### config.mk
export PLATFORM = sky130hd
export DESIGN_NAME = seven_segment_scan_controller_flat
export DESIGN_NICKNAME = d
export VERILOG_FILES = /design/src/rtl/seven_segment_scan_controller_if.sv /design/src/rtl/seven_segment_scan_controller.sv /design/src/flat_wrapper.sv
export SDC_FILE = /design/constraint.sdc
export NUM_CORES = 1
export LEC_CHECK = 0
export CAP_MARGIN = 15
export CORE_MARGIN = 4
export CORE_UTILIZATION = 40
export CTS_BUF_LIST = sky130_fd_sc_hd__clkbuf_4
export CTS_CLUSTER_DIAMETER = 150
export CTS_CLUSTER_SIZE = 25
export DETAILED_ROUTE_END_ITERATION = 10
export GPL_ROUTABILITY_DRIVEN = 0
export PLACE_DENSITY = 0.58
export SLEW_MARGIN = 20
export SYNTH_ARGS = -nofsm -noshare
export SYNTH_HDL_FRONTEND = slang
export SYNTH_SLANG_ARGS = --single-unit
### constraint.sdc
create_clock -name clk -period 11.2 [get_ports clk]
set_input_delay 1.68 -clock clk [delete_from_list [all_inputs] [get_ports clk]]
set_output_delay 1.68 -clock clk [all_outputs]
set_load 0.01 [all_outputs]
### src/rtl/seven_segment_scan_controller_if.sv
// Display-side bundle for the seven-segment scanner: shadowed display inputs
// from the datapath and the registered pin/timing outputs back to the board.
interface seven_segment_scan_controller_if #(
  parameter int NUM_DIGITS = 3
);
  localparam int IDX_W = (NUM_DIGITS > 1) ? $clog2(NUM_DIGITS) : 1;

  logic [4*NUM_DIGITS-1:0] digit_values;
  logic [NUM_DIGITS-1:0]   dp_values;
  logic [NUM_DIGITS-1:0]   digit_enable;
  logic [3:0]              brightness;
  logic [7:0]              display_bits;
  logic [NUM_DIGITS-1:0]   digit_select;
  logic                    digit_change_tick;
  logic                    frame_tick;
  logic [IDX_W-1:0]        active_digit;

  modport master (
    output digit_values, dp_values, digit_enable, brightness,
    input  display_bits, digit_select, digit_change_tick, frame_tick, active_digit
  );

  modport slave (
    input  digit_values, dp_values, digit_enable, brightness,
    output display_bits, digit_select, digit_change_tick, frame_tick, active_digit
  );
endinterface

### src/rtl/seven_segment_scan_controller.sv
// Time-multiplexed seven-segment scanner with per-slot dead time, PWM brightness,
// blanking, decimal points and frame-coherent shadowing of the display inputs.
module seven_segment_scan_controller #(
  parameter int NUM_DIGITS      = 3,
  parameter int TICKS_PER_DIGIT = 1000,
  parameter int BLANK_CYCLES    = 16,
  parameter bit SEG_ACTIVE_LOW  = 1'b1,
  parameter bit SEL_ACTIVE_LOW  = 1'b1
) (
  input logic clk,
  input logic reset,
  seven_segment_scan_controller_if.slave bus
);
  localparam int IDX_W   = (NUM_DIGITS > 1) ? $clog2(NUM_DIGITS) : 1;
  localparam int CNT_W   = (TICKS_PER_DIGIT > 1) ? $clog2(TICKS_PER_DIGIT) : 1;
  localparam int PRD_W   = CNT_W + 5;
  localparam int ON_SPAN = TICKS_PER_DIGIT - BLANK_CYCLES;

  function automatic logic [6:0] hex_decode(input logic [3:0] nib);
    logic [6:0] seg;
    case (nib)
      4'h0: seg = 7'h3F;
      4'h1: seg = 7'h06;
      4'h2: seg = 7'h5B;
      4'h3: seg = 7'h4F;
      4'h4: seg = 7'h66;
      4'h5: seg = 7'h6D;
      4'h6: seg = 7'h7D;
      4'h7: seg = 7'h07;
      4'h8: seg = 7'h7F;
      4'h9: seg = 7'h6F;
      4'hA: seg = 7'h77;
      4'hB: seg = 7'h7C;
      4'hC: seg = 7'h39;
      4'hD: seg = 7'h5E;
      4'hE: seg = 7'h79;
      4'hF: seg = 7'h71;
      default: seg = 7'h00;
    endcase
    return seg;
  endfunction

  logic [CNT_W-1:0]        cnt_q, cnt_d;
  logic [IDX_W-1:0]        idx_q, idx_d;
  logic [4*NUM_DIGITS-1:0] val_q, val_d;
  logic [NUM_DIGITS-1:0]   dp_q, dp_d;
  logic [NUM_DIGITS-1:0]   en_q, en_d;
  logic [3:0]              bri_q, bri_d;
  logic [7:0]              bits_q, bits_d;
  logic [NUM_DIGITS-1:0]   sel_q, sel_d;
  logic                    dct_q, dct_d;
  logic                    ft_q, ft_d;
  logic [IDX_W-1:0]        act_q, act_d;

  logic                    load_s;
  logic [3:0]              nib_s;
  logic                    dp_s;
  logic                    en_s;
  logic                    on_s;
  logic [PRD_W-1:0]        prod_s;
  logic [PRD_W-1:0]        lit_s;
  logic [PRD_W-1:0]        cnt_ext_s;
  logic [7:0]              seg_lit_s;
  logic [NUM_DIGITS-1:0]   sel_hot_s;

  // Counters, shadow capture and next output image; the _d shadows double as the
  // effective values so the frame's first slot already shows freshly captured data.
  always_comb begin
    load_s = (cnt_q == '0) && (idx_q == '0);
    val_d  = val_q;
    dp_d   = dp_q;
    en_d   = en_q;
    bri_d  = bri_q;
    if (load_s) begin
      val_d = bus.digit_values;
      dp_d  = bus.dp_values;
      en_d  = bus.digit_enable;
      bri_d = bus.brightness;
    end else begin
      val_d = val_q;
    end

    if (cnt_q == CNT_W'(TICKS_PER_DIGIT - 1)) begin
      cnt_d = '0;
      if (idx_q == IDX_W'(NUM_DIGITS - 1)) begin
        idx_d = '0;
      end else begin
        idx_d = idx_q + 1'b1;
      end
    end else begin
      cnt_d = cnt_q + 1'b1;
      idx_d = idx_q;
    end

    nib_s = 4'h0;
    dp_s  = 1'b0;
    en_s  = 1'b0;
    for (int k = 0; k < NUM_DIGITS; k++) begin
      if (idx_q == IDX_W'(k)) begin
        nib_s = val_d[4*k +: 4];
        dp_s  = dp_d[k];
        en_s  = en_d[k];
      end else begin
        nib_s = nib_s;
      end
    end

    prod_s    = PRD_W'(ON_SPAN) * PRD_W'(bri_d);
    lit_s     = (bri_d == 4'hF) ? PRD_W'(ON_SPAN) : (prod_s >> 4);
    cnt_ext_s = PRD_W'(cnt_q);
    on_s      = en_s && (cnt_ext_s >= PRD_W'(BLANK_CYCLES)) &&
                (cnt_ext_s < (PRD_W'(BLANK_CYCLES) + lit_s));

    sel_hot_s = '0;
    for (int k = 0; k < NUM_DIGITS; k++) begin
      sel_hot_s[k] = on_s && (idx_q == IDX_W'(k));
    end
    seg_lit_s = on_s ? {dp_s, hex_decode(nib_s)} : 8'h00;

    bits_d = seg_lit_s ^ {8{SEG_ACTIVE_LOW}};
    sel_d  = sel_hot_s ^ {NUM_DIGITS{SEL_ACTIVE_LOW}};
    dct_d  = (cnt_q == '0);
    ft_d   = load_s;
    act_d  = idx_q;
  end

  // State and output registers; reset forces every pin to its inactive level.
  always_ff @(posedge clk) begin
    if (reset) begin
      cnt_q  <= '0;
      idx_q  <= '0;
      val_q  <= '0;
      dp_q   <= '0;
      en_q   <= '0;
      bri_q  <= 4'h0;
      bits_q <= {8{SEG_ACTIVE_LOW}};
      sel_q  <= {NUM_DIGITS{SEL_ACTIVE_LOW}};
      dct_q  <= 1'b0;
      ft_q   <= 1'b0;
      act_q  <= '0;
    end else begin
      cnt_q  <= cnt_d;
      idx_q  <= idx_d;
      val_q  <= val_d;
      dp_q   <= dp_d;
      en_q   <= en_d;
      bri_q  <= bri_d;
      bits_q <= bits_d;
      sel_q  <= sel_d;
      dct_q  <= dct_d;
      ft_q   <= ft_d;
      act_q  <= act_d;
    end
  end

  assign bus.display_bits      = bits_q;
  assign bus.digit_select      = sel_q;
  assign bus.digit_change_tick = dct_q;
  assign bus.frame_tick        = ft_q;
  assign bus.active_digit      = act_q;
endmodule

### src/flat_wrapper.sv
// flat-port wrapper written by rule: the top's interface ports become plain ports
module seven_segment_scan_controller_flat 
#(
  parameter int NUM_DIGITS      = 3,
  parameter int TICKS_PER_DIGIT = 1000,
  parameter int BLANK_CYCLES    = 16,
  parameter bit SEG_ACTIVE_LOW  = 1'b1,
  parameter bit SEL_ACTIVE_LOW  = 1'b1
)
  (clk, reset, bus_digit_values, bus_dp_values, bus_digit_enable, bus_brightness, bus_display_bits, bus_digit_select, bus_digit_change_tick, bus_frame_tick, bus_active_digit);
  seven_segment_scan_controller_if #(.NUM_DIGITS(NUM_DIGITS)) bus_i ();
  input logic clk;
  input logic reset;
  input wire logic [$bits(bus_i.digit_values)-1:0] bus_digit_values;
  input wire logic [$bits(bus_i.dp_values)-1:0] bus_dp_values;
  input wire logic [$bits(bus_i.digit_enable)-1:0] bus_digit_enable;
  input wire logic [$bits(bus_i.brightness)-1:0] bus_brightness;
  output wire logic [$bits(bus_i.display_bits)-1:0] bus_display_bits;
  output wire logic [$bits(bus_i.digit_select)-1:0] bus_digit_select;
  output wire logic [$bits(bus_i.digit_change_tick)-1:0] bus_digit_change_tick;
  output wire logic [$bits(bus_i.frame_tick)-1:0] bus_frame_tick;
  output wire logic [$bits(bus_i.active_digit)-1:0] bus_active_digit;
  assign bus_i.digit_values = bus_digit_values;
  assign bus_i.dp_values = bus_dp_values;
  assign bus_i.digit_enable = bus_digit_enable;
  assign bus_i.brightness = bus_brightness;
  assign bus_display_bits = bus_i.display_bits;
  assign bus_digit_select = bus_i.digit_select;
  assign bus_digit_change_tick = bus_i.digit_change_tick;
  assign bus_frame_tick = bus_i.frame_tick;
  assign bus_active_digit = bus_i.active_digit;
  seven_segment_scan_controller #(.NUM_DIGITS(NUM_DIGITS), .TICKS_PER_DIGIT(TICKS_PER_DIGIT), .BLANK_CYCLES(BLANK_CYCLES), .SEG_ACTIVE_LOW(SEG_ACTIVE_LOW), .SEL_ACTIVE_LOW(SEL_ACTIVE_LOW)) u_core (.clk(clk), .reset(reset), .bus(bus_i));
endmodule
==> results of run 1 <==
## synth_stat cells (2+ instances only)
cell	count
ha_1	35
nand2b_1	6
a22o_1	3
o21ai_0	6
inv_1	19
nand3_1	17
a21o_1	6
xor2_1	6
and2_0	2
or2_2	2
o21a_1	2
fa_1	4
a21boi_0	2
or3_1	2
nand2_1	50
a21oi_1	27
nand4_1	3
o31a_1	2
mux2i_1	11
buf_2	2
nor3_1	7
and3_1	4
dfxtp_1	49
nor2_1	31
o31ai_1	2
a31oi_1	3
clkbuf_1	9
nor2b_1	8
and2_1	2
a211oi_2	2
xnor2_1	9
a211oi_1	6
## critical path: stages
cell	delay, ps
clkdlybuf4s50_1	410
a21boi_0	400
inv_1	250
fa_1	650
xor2_1	160
ha_1	250
ha_1	350
o21ai_0	130
o21ai_0	110
nor2_1	160
ha_1	220
nand3_1	90
a211oi_2	300
a21oi_1	110
a22o_1	190
ha_1	280
o21ai_0	100
nand2b_1	90
a21oi_1	70
a211oi_1	250
o211ai_2	280
o211ai_1	190
## placed cells by master, fill, tap and decap left out, drive strengths merged, types with 8 or more instances in the layout
cell	count
nor2	31
ha	35
mux2i	11
a211oi	8
xnor2	10
clkdlybuf4s50	38
nor2b	8
inv	20
a21oi	28
nor3	8
nand2	50
nand3	17
dfxtp	49
## flip-flops by register name (all words and copies together) (netlist names)
register	flops
u_core.bus.digit_select	3
u_core.bus.digit_change_tick	1
u_core.val_q	12
u_core.act_d	2
u_core.cnt_q	10
u_core.bus.frame_tick	1
u_core.dp_q	3
u_core.bus.display_bits	8
u_core.bri_q	4
u_core.en_q	3
u_core.bus.active_digit	2
## cell families after synthesis
group                    share of synthesized area [%]
XOR/XNOR                                         5.074
flip-flops                                       30.36
multiplexers                                     3.757
AND/OR/NAND/NOR                                  22.42
buffers and inverters                            4.376
adder cells (fa/ha/maj)                          16.03
AO/OA/AOI/OAI                                    17.97
## power by group
group / switching, mW / internal (mW) / leakage [nW] / total (mW)
combinational: 0.193 / 0.146 / 1.17 / 0.339
sequential: 0.00476 / 0.184 / 0.400 / 0.188
clock: 0.0623 / 0.0260 / 0.0293 / 0.0884
total: 0.261 / 0.355 / 1.60 / 0.616
## per-stage QoR
stage / cells / hold slack [ps] / area, sq um / setup slack, ps / power, mW
floorplan: 376 / 431.2 / 3231 / 5329 / 0.4594
global placement: 505 / 438.7 / 3695 / 4564 / 0.5255
detailed placement: 505 / 446.4 / 3695 / 4334 / 0.5304
CTS: 513 / 466.4 / 3759 / 4741 / 0.6199
global route: 513 / 481.3 / 3765 / 4273 / 0.6723
finish: 513 / 465.4 / 3765 / 4774 / 0.6158
## per-layer routing
metal	wire, um	part of all wire [%]	up-vias
li1	-	-	1386
met1	3435	47	1257
met2	3599	49	41
met3	209	2.9	4
met4	31	0.43	0
met5	0	0	-
## cell type report
cell class	instances	share of cell area, %
Inverter	20	1.994
Tap cell	102	3.390
Timing Repair Buffer	41	10.70
Clock inverter	3	0.6979
Multi-Input combinational cell	293	56.16
Clock buffer	5	0.9970
Sequential cell	49	26.06
## path summary, 6_finish.rpt
check,start,slack (ps),cells after the start,end
worst max register to register,u_core.act_d[0]$_SDFFE_PP0P_,4990,23,u_core.bus.display_bits[3]$_SDFF_PP1_
worst min register to register,u_core.val_q[1]$_SDFF_PP0_,470,2,u_core.val_q[1]$_SDFF_PP0_
worst max-delay path,bus_brightness[1],4770,22,u_core.bus.display_bits[3]$_SDFF_PP1_
worst min-delay path,u_core.val_q[1]$_SDFF_PP0_,470,2,u_core.val_q[1]$_SDFF_PP0_
==> impl_metrics.toml, run 1 <==
[global_routing]
top_usage_layer = "met2"
grt_max_degree = 33
grt_pass1_wl_um = 12170
use_met3_pct = 3.000
met2_usage_pct = 26.75
grt_overflow = 0
met1_usage_pct = 19.50
grt_pass1_vias = 2536
grt.total_usage_pct = 15.24
antenna_found_initial = 0

[placement]
dp_hpwl_um = 5639
io_buffer_count = 38

[synthesis]
netlist_area_sq_um = 3231
synth_seq_area_share_pct = 30.36
synth_area_leaders = "dfxtp_1, ha_1, nand2_1"
ys.flop_type = "dfxtp_1"
synth_fp_nets = 439
syn_inst = 376
synth_edf_count = 0
ys_ff_latch = 49
ys_types = 69
ys_async_sr_fraction_pct = 0
yosysTopAreaCellShare_pct = 30.36
synth_area_leader_cell = "dfxtp_1"
syn_avg_cell_area_sq_um = 8.592
yosys_warnings = 0

[cts]
htreeDepth = 2
ctsResizeCount = 0
cts_hold_buf = 0
cts_sinks = 49
postCtsSetupRepairBufs = 0
clk_latency_ps = 370
cts_tree = "done"
cts_root_buf = "clkbuf_4"
numCtsBuffers = 5
clk_path_buf_depth = 2
clk_pin_slew_ps = 160

[sta]
tightest_slew_ps = 649.4
fmax_ghz = 0.1556
setup_viol = 0
tns_ps = 0
drv_slew = 0
rsz0062_at_grt = "false"
fin_skew_ps = 14.18
relSlewSlack_pct = 56.57
min_period_over_period_pct = 57.37
hold_viol_final = 0
finalWorstPathRequiredPeriod_ps = 6426

[die]
die_y_um = 97.87
die-area_sq_um = 9579
io_pins = 39
coreArea_sq_um = 7807
start_util_pct = 41.38
die_width_um = 97.87
fp-row-count = 32

[routing]
avgViaCountPerCell = 5.240
drt-wirelength-per-cell_um = 14.18
drt_pass1_iterations = 4
drt-total-wl_um = 7276
route.vias.total = 2688
antenna_left = 0
first_iter_violations = 47
drc_errors = 0

[final_layout]
nets = 473
final_core_util_pct = 48.22
multi_input_area_sq_um = 2115
area_delta_synth_final_pct = 16.54
drive_gt1_share_pct = 8.029
regArea_sq_um = 980.9
fillerInstances = 789
diodes = 0

[power_and_ir_drop]
power_density_nw_per_um2 = 163.6
ir_drop_v = 0.00008069
leakagePower_nw = 1.599

[worst_setup_path]
critPathArrivalTime_ps = 6720
critPathKind = "input pin to register"
crit_path_max_fanout = 11
worstSetupEndpointType = "register"
worstPathRequired_ps = 11500
critPathLaunchType = "input pin"

[status]
status = "completed"

[run]
max_cap_viol_count = 0

[hold_path]
hp-class = "register to register"
(Power assumes the default switching activity.)
==> run 2: changes to the inputs <==
==> constraint.sdc (replaced) <==
create_clock -name clk -period 6.4 [get_ports clk]
set_input_delay 0.96 -clock clk [delete_from_list [all_inputs] [get_ports clk]]
set_output_delay 0.96 -clock clk [all_outputs]
set_load 0.01 [all_outputs]
==> run 2 against run 1 <==
Final cell count grew 1.4%. Count of clock-buffer cells in the layout increased by 1. Non-clock buffer count increased by 6. Highest routed layer unchanged. Combinational power up 82%. Cell area grew 2.8%. Clock power up 110%. Total power rose by 85%. Via count is 1.6% higher. Critical endpoint is now u_core.bus.display_bits[0]$_SDFF_PP1_.
==> impl_metrics.toml, run 2 (synthesis results as in run 1) <==
[worst_setup_path]
cp-startpoint = "u_core.cnt_q[4]$_SDFF_PP0_"
r2r_end = "u_core.bus.display_bits[0]$_SDFF_PP1_"
worstSetupEndpointType = "register"
reg2reg_depth = 24
critPathArrivalTime_ps = 6030
crit_path_max_fanout = 8
rrSetupSlack_ps = 610
critPathKind = "register to register"
setup.worst_path.end = "u_core.bus.display_bits[0]$_SDFF_PP1_"
worstPathRequired_ps = 6640
timing.rr.start = "u_core.cnt_q[4]$_SDFF_PP0_"
critPathLaunchType = "register"

[cts]
cts_tree = "done"
numCtsBuffers = 5
htreeDepth = 2
cts_sinks = 49
ctsResizeCount = 0
clk_pin_slew_ps = 150
cts_hold_buf = 0
cts_root_buf = "clkbuf_4"
clk_path_buf_depth = 2
postCtsSetupRepairBufs = 0
clk_latency_ps = 370

[sta]
final.setup.worst_slack_ps = 614.2
drv_slew = 0
hold_viol_final = 0
relSlewSlack_pct = 55.82
setup_viol = 0
tightest_slew_ps = 660.6
rsz0062_at_grt = "false"
tns_ps = 0
fmax_ghz = 0.1728
finalWorstPathRequiredPeriod_ps = 5786
fin_skew_ps = 19.45
min_period_over_period_pct = 90.40

[die]
io_pins = 39
fp-row-count = 32
start_util_pct = 41.38
die_width_um = 97.87
die_y_um = 97.87
die-area_sq_um = 9579
coreArea_sq_um = 7807

[global_routing]
grt_overflow = 0
grt_pass1_wl_um = 12430
grt_max_degree = 33
grt_pass1_vias = 2663
antenna_found_initial = 0
grt.total_usage_pct = 15.38

[routing]
antenna_left = 0
drt-total-wl_um = 7491
drt_pass1_iterations = 4
first_iter_violations = 95
drt-wirelength-per-cell_um = 14.41
drc_errors = 0
route.vias.total = 2732
avgViaCountPerCell = 5.254

[power_and_ir_drop]
power_density_nw_per_um2 = 293.6
leakagePower_nw = 1.647
ir_drop_v = 0.0001471
p_total_mw = 1.136

[final_layout]
finalInstanceArea_sq_um = 3870
largest_reg_flops = 12
nets = 480
top_register = "u_core.val_q"
diodes = 0
area_delta_synth_final_pct = 19.79
layout_commonest_cell = "nand2_1"
drive_gt1_share_pct = 10.77
final-instance-count-excl-fill = 520
mostFrequentLayoutCells = "nand2_1, dfxtp_1, clkdlybuf4s50_1"

[placement]
io_buffer_count = 38
dp_hpwl_um = 5703
placed_cell_area_sq_um = 3740
pre_cts_ws_ps = 307.5
dp_cells = 511

[run]
max_cap_viol_count = 0

[status]
status = "completed"

[hold_path]
hp-class = "register to register"
min_path_cells = 2
==> run 2: through the flow <==
step           utilization [%]  hold slack, ps
4_1_cts                  48.97           462.8
5_1_grt                  49.57           486.5
6_report                 49.57           463.7
2_1_floorplan                -           431.2
3_5_place_dp             47.90           442.9
3_3_place_gp             47.90           438.7
==> run 2: worst min-delay path by stage <==
stage / from / slack (ps) / to
finish: u_core.val_q[4]$_SDFF_PP0_ / 460 / u_core.val_q[4]$_SDFF_PP0_
global route: u_core.en_q[2]$_SDFF_PP0_ / 490 / u_core.en_q[2]$_SDFF_PP0_
CTS: u_core.val_q[6]$_SDFF_PP0_ / 460 / u_core.val_q[6]$_SDFF_PP0_
detailed placement: u_core.val_q[6]$_SDFF_PP0_ / 440 / u_core.val_q[6]$_SDFF_PP0_
global placement: u_core.val_q[0]$_SDFF_PP0_ / 440 / u_core.val_q[0]$_SDFF_PP0_
floorplan: u_core.en_q[0]$_SDFF_PP0_ / 430 / u_core.en_q[0]$_SDFF_PP0_
==> run 2: critical path, cell delays in order, from the launching register on <==
cell,delay [ps]
dfxtp_1,440
or4_4,570
nor2_2,160
nand3_2,160
mux2i_2,300
inv_2,130
ha_1,320
inv_1,70
fa_1,510
inv_1,40
ha_1,350
o21ai_0,220
o21ai_0,110
nor2_1,160
ha_1,240
nand3_1,100
a211oi_2,280
a21oi_1,110
a22o_1,200
ha_1,280
a22oi_1,140
nand2_1,90
a211o_1,350
o211ai_1,230
nand3_1,110
==> run 2: power breakdown <==
part | internal, mW | switching, mW | leakage (nW)
registers | 0.321 | 0.00873 | 0.400
clock network | 0.0876 | 0.101 | 0.0459
logic | 0.263 | 0.354 | 1.20
total | 0.672 | 0.464 | 1.65
==> run 2: cell type report <==
class / instances / area, sq um
Clock buffer: 6 / 45.04
Clock inverter: 2 / 38.79
Fill cell: 787 / 3938
Inverter: 20 / 75.07
Multi-Input combinational cell: 294 / 2155
Sequential cell: 49 / 980.9
Tap cell: 102 / 127.6
Timing Repair Buffer: 47 / 447.9
==> run 2: per-layer routing <==
layer / wire length (um) / track usage [%]
met1: 3450 / 19.40
met3: 260 / 2.643
met4: 63 / 2.662
met5: 0 / 0
met2: 3715 / 27.75
